[src/rtl/btn_sequence_unit_pkg.sv]
// btn_seq_pkg: button indices, FSM states, unlock sequence and stage codes
package btn_seq_pkg;
  localparam int BTN_L = 0;
  localparam int BTN_D = 1;
  localparam int BTN_R = 2;
  localparam int BTN_C = 3;
  localparam int BTN_U = 4;
  localparam logic [4:0] LDR_MASK = 5'b11111 & ~((5'(1) << BTN_C) | (5'(1) << BTN_U));
  localparam int SEQ [0:2] = '{BTN_D, BTN_L, BTN_R};
  typedef enum logic [2:0] {
    S_IDLE   = 3'd0,
    S_WAIT_D = 3'd1,
    S_WAIT_L = 3'd2,
    S_WAIT_R = 3'd3,
    S_DONE   = 3'd4
  } state_t;
  localparam logic [1:0] STG_WAIT_D = 2'd0;
  localparam logic [1:0] STG_WAIT_L = 2'd1;
  localparam logic [1:0] STG_WAIT_R = 2'd2;
  localparam logic [1:0] STG_DONE   = 2'd3;
  function automatic logic [1:0] stage_of(state_t s);
    return s == S_WAIT_L ? STG_WAIT_L : s == S_WAIT_R ? STG_WAIT_R : s == S_DONE ? STG_DONE : STG_WAIT_D;
  endfunction
endpackage

[src/rtl/btn_sequence_unit_if.sv]
// btn_sequence_unit_if: buttons in, press pulses and sequence progress out
interface btn_sequence_unit_if;
  logic       arm;
  logic [4:0] btn_raw;
  logic [4:0] press;
  logic [1:0] stage;
  logic       done;
  logic       err;
  modport master (output arm, btn_raw, input press, stage, done, err);
  modport slave (input arm, btn_raw, output press, stage, done, err);
endinterface

[src/rtl/btn_sequence_unit_debounce.sv]
// btn_debounce: two-flop sync, stable-count debounce and registered rising-edge pulse for one button
module btn_debounce #(
  parameter int DB_CYCLES = 1_000_000,
  parameter int DB_W = 20
) (
  input  logic clk,
  input  logic rst,
  input  logic i_raw,
  output logic o_press
);
  logic r_s1, r_s2, r_db, r_db_d, r_press;
  logic [DB_W-1:0] r_cnt;
  always_ff @(posedge clk) begin
    if (rst) begin
      r_s1 <= 1'b0;
      r_s2 <= 1'b0;
      r_db <= 1'b0;
      r_db_d <= 1'b0;
      r_press <= 1'b0;
      r_cnt <= '0;
    end else begin
      r_s1 <= i_raw;
      r_s2 <= r_s1;
      r_db_d <= r_db;
      r_press <= r_db & ~r_db_d;
      if (r_s2 == r_db) r_cnt <= '0;
      else if (r_cnt == DB_W'(DB_CYCLES - 1)) begin
        r_db <= r_s2;
        r_cnt <= '0;
      end else r_cnt <= r_cnt + 1'b1;
    end
  end
  assign o_press = r_press;
endmodule

[src/rtl/btn_sequence_unit.sv]
// btn_sequence_unit: debounced button pulses and D->L->R unlock tracker; BTN_SEQ_TIMEOUT_EN adds a per-step timeout
module btn_sequence_unit
  import btn_seq_pkg::*;
#(
  parameter int DB_CYCLES = 1_000_000,
  parameter int DB_W = 20
`ifdef BTN_SEQ_TIMEOUT_EN
  , parameter int TIMEOUT_CYCLES = 500_000_000
`endif
) (
  input logic clk,
  input logic rst,
  btn_sequence_unit_if.slave bus
);
  state_t r_state;
  state_t w_adv;
  logic [1:0] r_stage, w_step;
  logic r_done, r_err;
  logic [4:0] w_press, w_exp, w_ldr;
  logic w_valid, w_wrong, w_tmo, w_in_lr;
  for (genvar g = 0; g < 5; g++) begin : g_btn
    btn_debounce #(.DB_CYCLES(DB_CYCLES), .DB_W(DB_W)) u_db (
      .clk(clk), .rst(rst), .i_raw(bus.btn_raw[g]), .o_press(w_press[g])
    );
  end
  assign w_in_lr = r_state == S_WAIT_L || r_state == S_WAIT_R;
  assign w_step = r_state == S_WAIT_L ? 2'd1 : r_state == S_WAIT_R ? 2'd2 : 2'd0;
  assign w_exp = 5'(1) << SEQ[w_step];
  assign w_ldr = w_press & LDR_MASK;
  assign w_valid = w_ldr == w_exp;
  assign w_wrong = w_ldr != '0 && !w_valid;
  assign w_adv = r_state == S_WAIT_D ? S_WAIT_L : r_state == S_WAIT_L ? S_WAIT_R : S_DONE;
`ifdef BTN_SEQ_TIMEOUT_EN
  localparam int TW = $clog2(TIMEOUT_CYCLES + 1);
  logic [TW-1:0] r_tmo;
  // restarts on every step advance so each of WAIT_L/WAIT_R gets a full window
  always_ff @(posedge clk) begin
    if (rst || !w_in_lr || w_valid) r_tmo <= '0;
    else r_tmo <= r_tmo + 1'b1;
  end
  assign w_tmo = w_in_lr && r_tmo == TW'(TIMEOUT_CYCLES - 1);
`else
  assign w_tmo = 1'b0;
`endif
  always_ff @(posedge clk) begin
    if (rst || !bus.arm) begin
      r_state <= S_IDLE;
      r_stage <= STG_WAIT_D;
      r_done <= 1'b0;
      r_err <= 1'b0;
    end else if (r_state == S_IDLE) begin
      r_state <= S_WAIT_D;
      r_err <= 1'b0;
    end else if (r_state != S_DONE && w_valid) begin
      r_state <= w_adv;
      r_stage <= stage_of(w_adv);
      r_done <= w_adv == S_DONE;
      r_err <= 1'b0;
    end else if (r_state != S_DONE && (w_wrong || w_tmo)) begin
      r_state <= S_WAIT_D;
      r_stage <= STG_WAIT_D;
      r_err <= 1'b1;
    end else r_err <= 1'b0;
  end
  assign bus.press = w_press;
  assign bus.stage = r_stage;
  assign bus.done = r_done;
  assign bus.err = r_err;
endmodule

[src/flat_wrapper.sv]
// flat-port wrapper written by rule: the top's interface ports become plain ports
module btn_sequence_unit_flat import btn_seq_pkg::*;
#(
  parameter int DB_CYCLES = 1_000_000,
  parameter int DB_W = 20

)
  (clk, rst, bus_arm, bus_btn_raw, bus_press, bus_stage, bus_done, bus_err);
  btn_sequence_unit_if bus_i ();
  input logic clk;
  input logic rst;
  input wire logic [$bits(bus_i.arm)-1:0] bus_arm;
  input wire logic [$bits(bus_i.btn_raw)-1:0] bus_btn_raw;
  output wire logic [$bits(bus_i.press)-1:0] bus_press;
  output wire logic [$bits(bus_i.stage)-1:0] bus_stage;
  output wire logic [$bits(bus_i.done)-1:0] bus_done;
  output wire logic [$bits(bus_i.err)-1:0] bus_err;
  assign bus_i.arm = bus_arm;
  assign bus_i.btn_raw = bus_btn_raw;
  assign bus_press = bus_i.press;
  assign bus_stage = bus_i.stage;
  assign bus_done = bus_i.done;
  assign bus_err = bus_i.err;
  btn_sequence_unit #(.DB_CYCLES(DB_CYCLES), .DB_W(DB_W)) u_core (.clk(clk), .rst(rst), .bus(bus_i));
endmodule
[config.mk]
export PLATFORM = sky130hd
export DESIGN_NAME = btn_sequence_unit_flat
export DESIGN_NICKNAME = d
export VERILOG_FILES = /design/src/rtl/btn_sequence_unit_pkg.sv /design/src/rtl/btn_sequence_unit_if.sv /design/src/rtl/btn_sequence_unit_debounce.sv /design/src/rtl/btn_sequence_unit.sv /design/src/flat_wrapper.sv
export SDC_FILE = /design/constraint.sdc
export NUM_CORES = 1
export LEC_CHECK = 0
export BUFFER_PORTS_ARGS = -buffer_cell sky130_fd_sc_hd__buf_2
export CORE_ASPECT_RATIO = 0.5
export CORE_MARGIN = 1.5
export CORE_UTILIZATION = 50
export DETAILED_ROUTE_END_ITERATION = 8
export GPL_TIMING_DRIVEN = 1
export PLACE_DENSITY = 0.64
export RECOVER_POWER = 50
export SLEW_MARGIN = 20
export SYNTH_ARGS = -nofsm -noshare
export SYNTH_HDL_FRONTEND = slang
export SYNTH_HIERARCHICAL = 1
export SYNTH_SLANG_ARGS = --single-unit
[constraint.sdc]
create_clock -name clk -period 1.8 [get_ports clk]
set_input_delay 0.36 -clock clk [delete_from_list [all_inputs] [get_ports clk]]
set_output_delay 0.36 -clock clk [all_outputs]
set_load 0.005 [all_outputs]
==> results of run 1 <==
[worst max-delay path by stage]
| stage | start | to |
|---|---|---|
| after floorplan | u_core/g_btn[0].u_db/r_cnt[0] | u_core/g_btn[0].u_db/r_cnt[18] |
| after global placement | u_core/g_btn[3].u_db/r_cnt[0] | u_core/g_btn[3].u_db/r_cnt[18] |
| after detailed placement | u_core/g_btn[1].u_db/r_cnt[0] | u_core/g_btn[1].u_db/r_cnt[18] |
| after CTS | u_core/g_btn[1].u_db/r_cnt[0] | u_core/g_btn[1].u_db/r_cnt[18] |
| after global routing | u_core/g_btn[2].u_db/r_cnt[0] | u_core/g_btn[2].u_db/r_cnt[18] |
| final | u_core/g_btn[2].u_db/r_cnt[0] | u_core/g_btn[2].u_db/r_cnt[18] |
[power groups by stage]
stage               Sequential, mW  Combinational [mW]  Clock, mW
floorplan                     3.01              0.0449          0
global placement              3.01              0.0726          0
detailed placement            3.01              0.0725          0
CTS                           2.95              0.0731       3.45
global route                  2.95              0.0787       3.58
finish                        2.95              0.0709       3.35
[sequential cells by signal, indices dropped and copies added (netlist names)]
signal                     cells
u_core/bus.done                1
u_core/bus.err                 1
u_core/bus.stage               2
u_core/g_btn.u_db/o_press      5
u_core/g_btn.u_db/r_cnt      100
u_core/g_btn.u_db/r_db         5
u_core/g_btn.u_db/r_db_d       5
u_core/g_btn.u_db/r_s1         5
u_core/g_btn.u_db/r_s2         5
u_core/r_state                 3
[worst max-delay path, cell delays in order (launching register included)]
cell and delay, ps:
dfxtp_1 380, ha_1 280, nand4_2 210, nor4_4 350
mux2i_1 270, nor4_2 70
[metrics by stage]
step,cell area [um2],hold slack (ps)
6_report,7050,160
3_5_place_dp,6480,375
4_1_cts,7060,145
5_1_grt,7050,162
3_3_place_gp,6480,372
2_1_floorplan,6130,368
[cell type report]
| type | count | area [um2] | share of cell area |
|---|---|---|---|
| multi-input cells | 468 | 3330 | 0.473 |
| flip-flops and latches | 132 | 2640 | 0.375 |
| clock buffers | 22 | 474 | 0.0673 |
| well taps | 165 | 206 | 0.0293 |
| repair buffers | 32 | 183 | 0.0259 |
| inverters | 29 | 109 | 0.0154 |
| clock inverters | 9 | 104 | 0.0147 |
[cells in the final DEF, fill, tap and decap left out, types with 3 or more instances in the layout]
master	netlist	routed
nor2_1	120	120
nand4_1	15	15
a31o_4	0	3
nor4_1	25	25
and3_1	0	3
nand4_2	5	5
nor3_1	27	27
buf_4	1	13
ha_1	5	5
nor4_2	10	9
clkbuf_8	0	3
dfxtp_1	132	132
a2111oi_2	5	4
and4b_1	5	5
clkbuf_1	0	10
nand3_4	5	5
clkbuf_16	0	17
nand2b_1	11	12
nor2b_1	10	10
buf_2	5	11
inv_1	29	29
nand2_1	32	32
nor4_4	5	6
a21oi_1	11	11
nand2b_2	5	4
clkinv_2	0	4
nand3_1	25	25
nor4b_1	6	6
mux2i_1	20	20
nand4_4	10	10
xnor2_1	65	65
xor2_1	15	15
[synth_stat cells (6+ instances only)]
library cell	number
nand4_4	10
dfxtp_1	132
nor4_2	10
inv_1	29
nor2b_1	10
nand2_1	32
nor4b_1	6
xnor2_1	65
a21oi_1	11
nand4_1	15
nor2_1	120
mux2i_1	20
nand3_1	25
nor3_1	27
xor2_1	15
nor4_1	25
nand2b_1	11
[routing by layer]
layer | track usage | share of wire | up-vias
met1 | 0.237 | 0.51 | 2137
met4 | 0.0726 | 0.011 | 0
li1 | - | - | 2312
met2 | 0.316 | 0.45 | 46
met3 | 0.0511 | 0.026 | 12
met5 | 0 | 0 | -
[logic make-up (layout without fill, tap and decap cells)]
kind of cell	after synthesis	count (layout)	share of synthesized area
compound gates	33	33	0.0429
xor+xnor	80	80	0.114
fa+ha+maj	5	5	0.0102
buf+inv	37	92	0.0267
flops	132	132	0.431
mux	20	20	0.0327
simple gates	330	330	0.342
==> metrics.md, run 1 <==
| Metric | Value |
|---|---|
| Vias post-DR | `4507` |
| Reg-to-reg slack, setup | `120 ps` |
| WL final | `11500 um` |
| Layout Cells excl Fill | `857` |
| Ys async rst share | `0` |
| Number of flops mapped to enable cells by yosys | `0` |
| Max-slew violation count | `0` |
| Clk pwr share | `0.526` |
| Top cells by area, synth | `dfxtp_1 (43%), xnor2_1 (9.3%), nor2_1 (7.4%), nand4_4 (3.5%), mux2i_1 (3.3%)` |
| Clock sink total | `132` |
| Status | `complete, no violations` |
| # fillers | `1023` |
| Reg2Reg Depth | `5` |
| Die area | `13000 um2` |
| Period Utilization, post-route | `0.933` |
| # hold bufs at CTS | `0` |
| Final WS setup | `121 ps` |
| Initial Utilization | `0.516` |
| Initial antenna violation count | `0` |
| Worst Hold Class | `input port to flip-flop` |
| Final Util | `0.594` |
| Register area share after synthesis | `0.431` |
| Yosys cell types | `47` |
| Cell area after synthesis | `6130 um2` |
| Global-route wire length before repair | `19500 um` |
| Reg2Reg Capture Point | `u_core/g_btn[2].u_db/r_cnt[18]` |
| Iteration-0 DRC count of the detailed router | `215` |
| Final Net Count | `693` |
| Max cap viols | `0` |
| Achievable Freq | `595 MHz` |
| HPWL Detailed | `7760 um` |
| WS Path Type | `flip-flop to flip-flop` |
| Crit path DAT | `1970 ps` |
| Routability Congestion | `0.768` |
| Min-Delay Path Depth | `2` |
| Port bufs | `16` |
| Routed Antenna Nets | `0` |
| Pre-CTS WS | `116 ps` |
| N_diodes | `0` |
| Setup TNS | `0 ps` |
| Routed length per placed instance | `13.4 um` |
| Crit Path Max Fanout | `5` |
| Post-CTS Setup Bufs | `0` |
| Post-layout min period | `1680 ps` |
| # placed instances | `826` |
| GR Overflow Total | `0` |
| Core Box Area | `11900 um2` |
| Internal power | `5.10 mW` |
| Ys flop type | `dfxtp_1` |
| Synth-to-Final Area Change | `15.1%` |
| CP Data Required Time | `2090 ps` |
| Peak supply drop | `0.509 mV` |
| Reported net switching power | `1.27 mW` |
| Lkg Pwr | `2.35 nW` |
| Clk_skew | `6.37 ps` |
| Max-slew headroom | `0.548` |
| DRC violations left | `0` |
| Htree depth | `4` |
| Largest net degree at the start of global routing | `18` |
| CTS resizes | `0` |
| Die H | `81.3 um` |
| CTS Buf Count | `17` |
| Post-Syn Area per Cell | `9.62 um2` |
| Max clock buf depth | `2` |
| Share of cells above drive strength 1 | `0.155` |
| Final hold viol count | `0` |
| Vias in the first global route | `4111` |
| Comb pwr share | `0.011` |
| Synth Warn # | `6` |
| Slew @ Worst Pin | `678 ps` |
| Crit start category | `flip-flop` |
| Cell Rows | `28` |
| Total Routing Usage GR | `0.189` |
| RSZ-0062 raised after global routing | `false` |
| Pwr dens | `903 nW/um2` |
| CTS tree | `built` |
| Syn Nets | `650` |
| Setup violations, final | `0` |
| Clk_lat worst skew | `410 ps` |
| Yosys reg bits | `132` |
| Vias per inst | `5.26` |
| CP Capture Type | `flip-flop` |
| Synth top area share | `0.431` |
| Hold path endpoint | `u_core/g_btn[3].u_db/r_s1` |
| Hold path start | `bus_btn_raw[3]` |
| Mapped Cells | `637` |
| Die width | `160 um` |
| Reg clk slew, reported paths | `60 ps` |
| R2r startpoint | `u_core/g_btn[2].u_db/r_cnt[0]` |
| Router iterations before antenna repair | `4` |
| Cell taking the most area after synthesis | `dfxtp_1` |
| Sequential share of power | `0.463` |
| Pwr Total | `6.37 mW` |
| Sw Ratio | `0.199` |
| Root Driver | `clkbuf_16` |
| I/O pins | `17` |
Power figures use the tool's default switching activity.
==> inputs of run 2 (changes only) <==
--- a/config.mk
+++ b/config.mk
@@ -17,4 +17,3 @@
 export SYNTH_ARGS = -nofsm -noshare
 export SYNTH_HDL_FRONTEND = slang
-export SYNTH_HIERARCHICAL = 1
 export SYNTH_SLANG_ARGS = --single-unit
==> constraint.sdc (replaced) <==
create_clock -name clk -period 1.8 [get_ports clk]
set_input_delay 0.27 -clock clk [delete_from_list [all_inputs] [get_ports clk]]
set_output_delay 0.27 -clock clk [all_outputs]
set_load 0.005 [all_outputs]
==> run 2 against run 1 <==
Effect of this change: the run now ends with negative setup slack left; wire length is 0.43% lower; total power is 3.6% lower; register-to-register slack worse by 180 ps; via count is 3.7% higher; non-clock buffer count is 37 higher; cell count is 0.70% higher; flip-flop and latch count stayed put; worst setup slack worse by 180 ps; highest routed layer unchanged.
==> metrics.md, run 2 <==
| Metric | Value |
|---|---|
| Status | `finished with violations` |
| Failing checks | `negative setup slack` |
| Worst path bufs/invs | `0 (unchanged)` |
| Clk_lat worst skew | `410 ps (about the same)` |
| Share of cells above drive strength 1 | `0.162 (+0.00694)` |
| Crit Path Max Fanout | `3 (-2)` |
| Synth Warn # | `0 (-6)` |
| Router iterations before antenna repair | `4 (unchanged)` |
| Post-Syn Area per Cell | `8.86 um2 (-7.9%)` |
| Yosys reg bits | `132 (unchanged)` |
| Port bufs | `16 (unchanged)` |
| Cell repeated most along the worst path | `or4_4` |
| Synth top area share | `0.458 (+0.0263)` |
| Slew @ Worst Pin | `504 ps (-174 ps)` |
| Max-slew headroom | `0.659 (+0.111)` |
| Ys async rst share | `0 (unchanged)` |
| CTS tree | `built` |
| Final Net Count | `720 (+3.9%)` |
| Vias in the first global route | `4435 (+7.9%)` |
| Pwr dens | `890 nW/um2 (-1.4%)` |
| Ys flop type | `dfxtp_1` |
| Syn Nets | `665 (+2.3%)` |
| Die area | `12200 um2 (-5.6%)` |
| Cell area after synthesis | `5780 um2 (-5.7%)` |
| Root Driver | `clkbuf_16` |
| Core Box Area | `11100 um2 (-6.4%)` |
| Mapped Cells | `652 (+2.4%)` |
| WS Path Type | `flip-flop to flip-flop` |
| Cell taking the most area after synthesis | `dfxtp_1` |
| Setup TNS | `-403 ps (-403 ps)` |
| Max reg flops | `100 (unchanged)` |
| Post-synth top cells | `dfxtp_1 (132), nor2_1 (77), a21oi_1 (40)` |
| Synth-to-Final Area Change | `19.3%` |
| Routed Antenna Nets | `0 (unchanged)` |
| Levels on crit path | `4 (-1)` |
| Yosys cell types | `48 (+2.1%)` |
| Vias post-DR | `4675 (+3.7%)` |
| Max cap viols | `0 (unchanged)` |
| Top cells by area, synth | `dfxtp_1 (46%), xnor2_1 (5.5%), nor2_1 (5.0%), xor2_1 (4.2%), a21oi_1 (3.5%)` |
| # placed instances | `831 (+0.61%)` |
| Lkg Pwr | `2.24 nW (-4.4%)` |
| Worst Hold Class | `input port to flip-flop` |
| HPWL Detailed | `7510 um (-3.2%)` |
| Final hold viol count | `0 (unchanged)` |
| Routed length per placed instance | `13.3 um (-1.1%)` |
| Slowest Stage Delay on Critical Path | `520 ps (+140 ps)` |
| Die H | `79.0 um (-2.8%)` |
| Worst setup path end | `u_core.g_btn[1].u_db.r_db` |
| R2r startpoint | `u_core.g_btn[1].u_db.r_cnt[13]` |
| Total Routing Usage GR | `0.201 (+0.0118)` |
| DRC violations left | `0 (unchanged)` |
| Routability Congestion | `0.828 (+7.8%)` |
| N_diodes | `0 (unchanged)` |
| Setup violations, final | `17 (+17)` |
| Die width | `155 um (-2.9%)` |
| GR Overflow Total | `0 (unchanged)` |
| Clk_skew | `14.5 ps (+8.16 ps)` |
| Period Utilization, post-route | `1.03 (+0.101)` |
| Cell Rows | `27 (-3.6%)` |
| WL final | `11500 um (-0.43%)` |
| Peak supply drop | `0.630 mV (+24%)` |
| Clock sink total | `132 (unchanged)` |
| Initial Utilization | `0.520 (+0.00374)` |
| Iteration-0 DRC count of the detailed router | `240 (+12%)` |
| Reg-to-reg slack, setup | `-60 ps (-180 ps)` |
| Largest net degree at the start of global routing | `21 (+3)` |
| Number of flops mapped to enable cells by yosys | `0 (unchanged)` |
| CTS Buf Count | `17 (unchanged)` |
| I/O pins | `17 (unchanged)` |
| Global-route wire length before repair | `19700 um (+1.1%)` |
| Crit-path cells | `or4_4 > or4_4 > or3_1 > a21oi_1` |
| Reg clk slew, reported paths | `50 ps (about the same)` |
| Cell with the most instances after synthesis | `dfxtp_1` |
| Layout Cells excl Fill | `863 (+0.70%)` |
| RSZ-0062 raised after global routing | `true` |
| Vias per inst | `5.42 (+3.0%)` |
| # hold bufs at CTS | `0 (unchanged)` |
| Htree depth | `4 (unchanged)` |
| Commonest non-fill, non-tap cells in the layout | `dfxtp_1 (130), nor2_1 (67), buf_4 (43), a21oi_1 (39), xnor2_1 (36)` |
| Reg2Reg Depth | `4 (-1)` |
| CP Data Required Time | `2130 ps (+40 ps)` |
| Register area share after synthesis | `0.458 (+0.0263)` |
| Crit path DAT | `2190 ps (+220 ps)` |
| Most common cell after layout, fill and taps aside | `dfxtp_1` |
| Register bank with the most flops | `u_core.g_btn.u_db.r_cnt` |
| Crit start category | `flip-flop` |
| Worst setup startpoint | `u_core.g_btn[1].u_db.r_cnt[13]` |
| Max-slew violation count | `0 (unchanged)` |
| Slowest cell on crit path | `or4_4` |
| Reg2Reg Capture Point | `u_core.g_btn[1].u_db.r_db` |
| Cell family with most CP delay | `simple AND/OR/NAND/NOR gates` |
| Initial antenna violation count | `0 (unchanged)` |
| Post-layout min period | `1860 ps (+181 ps)` |
| CP Capture Type | `flip-flop` |
| Final WS setup | `-60.6 ps (-181 ps)` |
| Hold slack | `67.0 ps (-93.2 ps)` |
| Achievable Freq | `537 MHz (-9.7%)` |
| Max clock buf depth | `2 (unchanged)` |
run 2: cell families (layout without fill, tap and decap cells):
family | Yosys count | after routing | share of synthesized area
adders and majority gates | 5 | 5 | 0.0108
DFF | 132 | 132 | 0.458
and+or+nand+nor | 300 | 300 | 0.292
xor gates and xnor gates | 64 | 64 | 0.0971
buffers and inverters | 54 | 120 | 0.0429
AOI/OAI and AO/OA | 97 | 97 | 0.100
run 2: per-layer routing:
layer  vias to the layer above  wire (um)  GRT usage
met2                        43       5280      0.331
li1                       2418          -          -
met3                        13        312     0.0562
met1                      2201       5750      0.251
met4                         0        126     0.0788
met5                         -          0          0
run 2: layout make-up:
class,instances,area [um2]
repair buffers,69,495
clock inverters,6,55.1
well taps,145,181
flip-flops and latches,132,2650
inverters,21,78.8
fillers,958,4220
multi-input cells,466,2960
clock buffers,24,472
run 2: worst min path at each step:
stage                           startpoint                      endpoint  slack, ps  cells past startpoint
2_1_floorplan  u_core.g_btn[0].u_db.r_db_d  u_core.g_btn[0].u_db.o_press        370                      1
3_3_place_gp   u_core.g_btn[4].u_db.r_db_d  u_core.g_btn[4].u_db.o_press        370                      1
3_5_place_dp   u_core.g_btn[2].u_db.r_db_d  u_core.g_btn[2].u_db.o_press        370                      1
4_1_cts                     bus_btn_raw[4]     u_core.g_btn[4].u_db.r_s1         60                      2
5_1_grt                     bus_btn_raw[1]     u_core.g_btn[1].u_db.r_s1         60                      2
6_report                    bus_btn_raw[4]     u_core.g_btn[4].u_db.r_s1         70                      2
run 2: through the flow:
stage	power [mW]	setup WS, ps	util	area [um2]
after floorplan	3.06	-19.5	-	5780
after global placement	3.09	28.1	0.565	6280
after detailed placement	3.09	-15.9	0.565	6280
after CTS	6.20	-25.8	0.613	6820
after global routing	6.35	-94.9	0.620	6890
final	6.14	-60.6	0.620	6890
run 2: timing repair:
action	CTS	global route
resized for setup	3	26
pin swaps	1	10
setup endpoints to repair	14	28
setup buffers	0	2
run 2: report_power, final:
part           leakage, nW  switching (mW)  internal [mW]  total (mW)
Sequential            1.07          0.0110           2.94        2.95
Combinational        0.914          0.0476         0.0360      0.0837
Clock                0.263            1.16           1.94        3.10
run 2: worst reg2reg max path: cells and delay by family, from the launching register on:
family | cells | cell delay (ps)
simple gates | 3 | 1320
compound gates | 1 | 150
flops | 1 | 320
==> inputs of run 3 (changes only) <==
Settings changed: SETUP_SLACK_MARGIN set to 0.1.
==> run 3 against run 2 <==
Effect of this change: the run still ends with negative setup slack left; critical path depth is 1 higher; worst hold slack better by 12 ps; non-clock buffer count is 4 higher; via count is 0.30% lower; clock-buffer cell count is 3 lower; wire length is 0.78% lower; clock skew is 5.8 ps lower; cell count is 0.58% higher; total power is 1.9% higher; register-to-register slack better by 50 ps; sequential power hardly changed; critical endpoint is now u_core.g_btn[1].u_db.r_cnt[17]; largest power group unchanged; highest routed layer unchanged.
==> metrics.md, run 3 (same netlist as run 2, synthesis figures left out) <==
| Metric | Value |
|---|---|
| Status | `finished with violations` |
| Failing checks | `negative setup slack` |
| CP Data Required Time | `2080 ps (-50 ps)` |
| Comb pwr share | `0.013 (about the same)` |
| DRC violations left | `0 (unchanged)` |
| # hold bufs at CTS | `0 (unchanged)` |
| N_diodes | `0 (unchanged)` |
| Achievable Freq | `552 MHz (+2.7%)` |
| Most common cell after layout, fill and taps aside | `dfxtp_1` |
| Peak supply drop | `0.479 mV (-24%)` |
| Htree depth | `4 (unchanged)` |
| WL final | `11400 um (-0.78%)` |
| R2r startpoint | `u_core.g_btn[1].u_db.r_cnt[13]` |
| Core Box Area | `11100 um2 (unchanged)` |
| Iteration-0 DRC count of the detailed router | `231 (-3.8%)` |
| Initial antenna violation count | `0 (unchanged)` |
| Cell Rows | `27 (unchanged)` |
| Final hold viol count | `0 (unchanged)` |
| Max clock buf depth | `2 (unchanged)` |
| HPWL Detailed | `7430 um (-1.1%)` |
| Max-slew violation count | `0 (unchanged)` |
| # fillers | `972 (+1.5%)` |
| Clock sink total | `132 (unchanged)` |
| Reg clk slew, reported paths | `50 ps (about the same)` |
| Initial Utilization | `0.520 (unchanged)` |
| Register bank with the most flops | `u_core.g_btn.u_db.r_cnt` |
| Crit Path Max Fanout | `9 (+6)` |
| Pwr dens | `895 nW/um2 (+0.53%)` |
| Clk_lat worst skew | `410 ps (about the same)` |
| Setup violations, final | `6 (-11)` |
| CP Capture Type | `flip-flop` |
| Post-layout min period | `1810 ps (-49.4 ps)` |
| Pwr Total | `6.25 mW (+1.9%)` |
| Max-slew headroom | `0.428 (-0.232)` |
| Port bufs | `16 (unchanged)` |
| Vias post-DR | `4661 (-0.30%)` |
| WS Path Type | `flip-flop to flip-flop` |
| Router iterations before antenna repair | `5 (+1)` |
| Vias in the first global route | `4324 (-2.5%)` |
| Global-route wire length before repair | `19700 um (-0.11%)` |
| CTS Buf Count | `17 (unchanged)` |
| Crit start category | `flip-flop` |
| Clk_skew | `8.74 ps (-5.79 ps)` |
| Reported net switching power | `1.29 mW (+6.2%)` |
| # placed instances | `828 (-0.36%)` |
| Crit path DAT | `2100 ps (-90 ps)` |
| Internal power | `4.96 mW (+0.81%)` |
| Die width | `155 um (unchanged)` |
| Hold path start | `bus_btn_raw[4]` |
| Total Routing Usage GR | `0.198 (-0.00230)` |
| Commonest non-fill, non-tap cells in the layout | `dfxtp_1 (117), nor2_1 (67), buf_4 (46), a21oi_1 (38), xnor2_1 (36)` |
| CTS tree | `built` |
| Period Utilization, post-route | `1.01 (-0.0275)` |
| Share of cells above drive strength 1 | `0.205 (+0.0431)` |
| Sequential share of power | `0.472 (-0.009)` |
| Max cap viols | `0 (unchanged)` |
| Routed Antenna Nets | `0 (unchanged)` |
| Synth-to-Final Area Change | `20.9%` |
| Root Driver | `clkbuf_16` |
| Die area | `12200 um2 (unchanged)` |
| Pre-CTS WS | `21.8 ps (+37.7 ps)` |
| Final Net Count | `724 (+0.56%)` |
| RSZ-0062 raised after global routing | `true` |
| Clk pwr share | `0.515 (+0.010)` |
| Lkg Pwr | `2.27 nW (+1.3%)` |
| Sw Ratio | `0.207 (+0.00848)` |
| Routed length per placed instance | `13.1 um (-1.3%)` |
| Routability Congestion | `0.785 (-5.2%)` |
| Vias per inst | `5.37 (-0.87%)` |
| FF/Latch Area | `2660 um2 (+0.61%)` |
| I/O pins | `17 (unchanged)` |
| Die H | `79.0 um (unchanged)` |
| Worst setup startpoint | `u_core.g_btn[1].u_db.r_cnt[13]` |
| Slew @ Worst Pin | `858 ps (+355 ps)` |
| GR Overflow Total | `0 (unchanged)` |
| Final WS setup | `-11.2 ps (+49.4 ps)` |
| Worst Hold Class | `input port to flip-flop` |
| Largest net degree at the start of global routing | `20 (-4.8%)` |
| Layout Cells excl Fill | `868 (+0.58%)` |
| Max reg flops | `100 (unchanged)` |
| Area of the multi-input gates | `2990 um2 (+1.0%)` |
==> run 3: repair_timing <==
action                                  CTS  global route
resized for setup                         4            45
gates cloned                              1             0
pin swaps                                 1            12
endpoints found under the setup margin   22            96
setup buffers                             0             8
==> run 3: worst paths after layout <==
check        slack, ps                        endpoint  depth (start not counted)
max reg2reg        -10  u_core.g_btn[1].u_db.r_cnt[17]                          5
min reg2reg        380    u_core.g_btn[3].u_db.o_press                          1
min                 80       u_core.g_btn[4].u_db.r_s1                          2
max                -10  u_core.g_btn[1].u_db.r_cnt[17]                          5
==> run 3: final cells by class <==
class	count	area share
Timing Repair Buffer	73	0.0738
Sequential cell	132	0.381
Clock buffer	21	0.0674
Clock inverter	10	0.0118
Inverter	21	0.0113
Tap cell	145	0.0260
Multi-Input combinational cell	466	0.429
==> run 3: through the flow <==
stage	setup TNS (ps)	instance area [um2]	hold slack [ps]	util
finish	-34.9	6980	79.3	0.628
global route	-997	6980	72.4	0.628
CTS	-0.302	6830	68.8	0.615
detailed placement	0	6260	377	0.563
global placement	0	6260	371	0.563
floorplan	-179	5800	367	-
==> run 3: layer usage <==
| layer | routed length (um) | track usage |
|---|---|---|
| met1 | 5900 | 0.268 |
| met2 | 5090 | 0.317 |
| met3 | 298 | 0.0426 |
| met4 | 88 | 0.0692 |
| met5 | 0 | 0 |
==> run 3: worst max-delay path: stages, from the launching register on <==
cell and delay, ps:
dfxtp_1 310, or4_1 520, or4_4 460, o21ai_4 200
buf_6 160, a21oi_1 50
==> run 3: power by group through the flow <==
stage                     Sequential [mW]  Clock, mW  Combinational [mW]
final                                2.95       3.22              0.0826
after global routing                 2.95       3.40              0.0934
after CTS                            2.95       3.27              0.0825
after detailed placement             3.01          0              0.0798
after global placement               3.01          0              0.0787
after floorplan                      3.01          0              0.0542
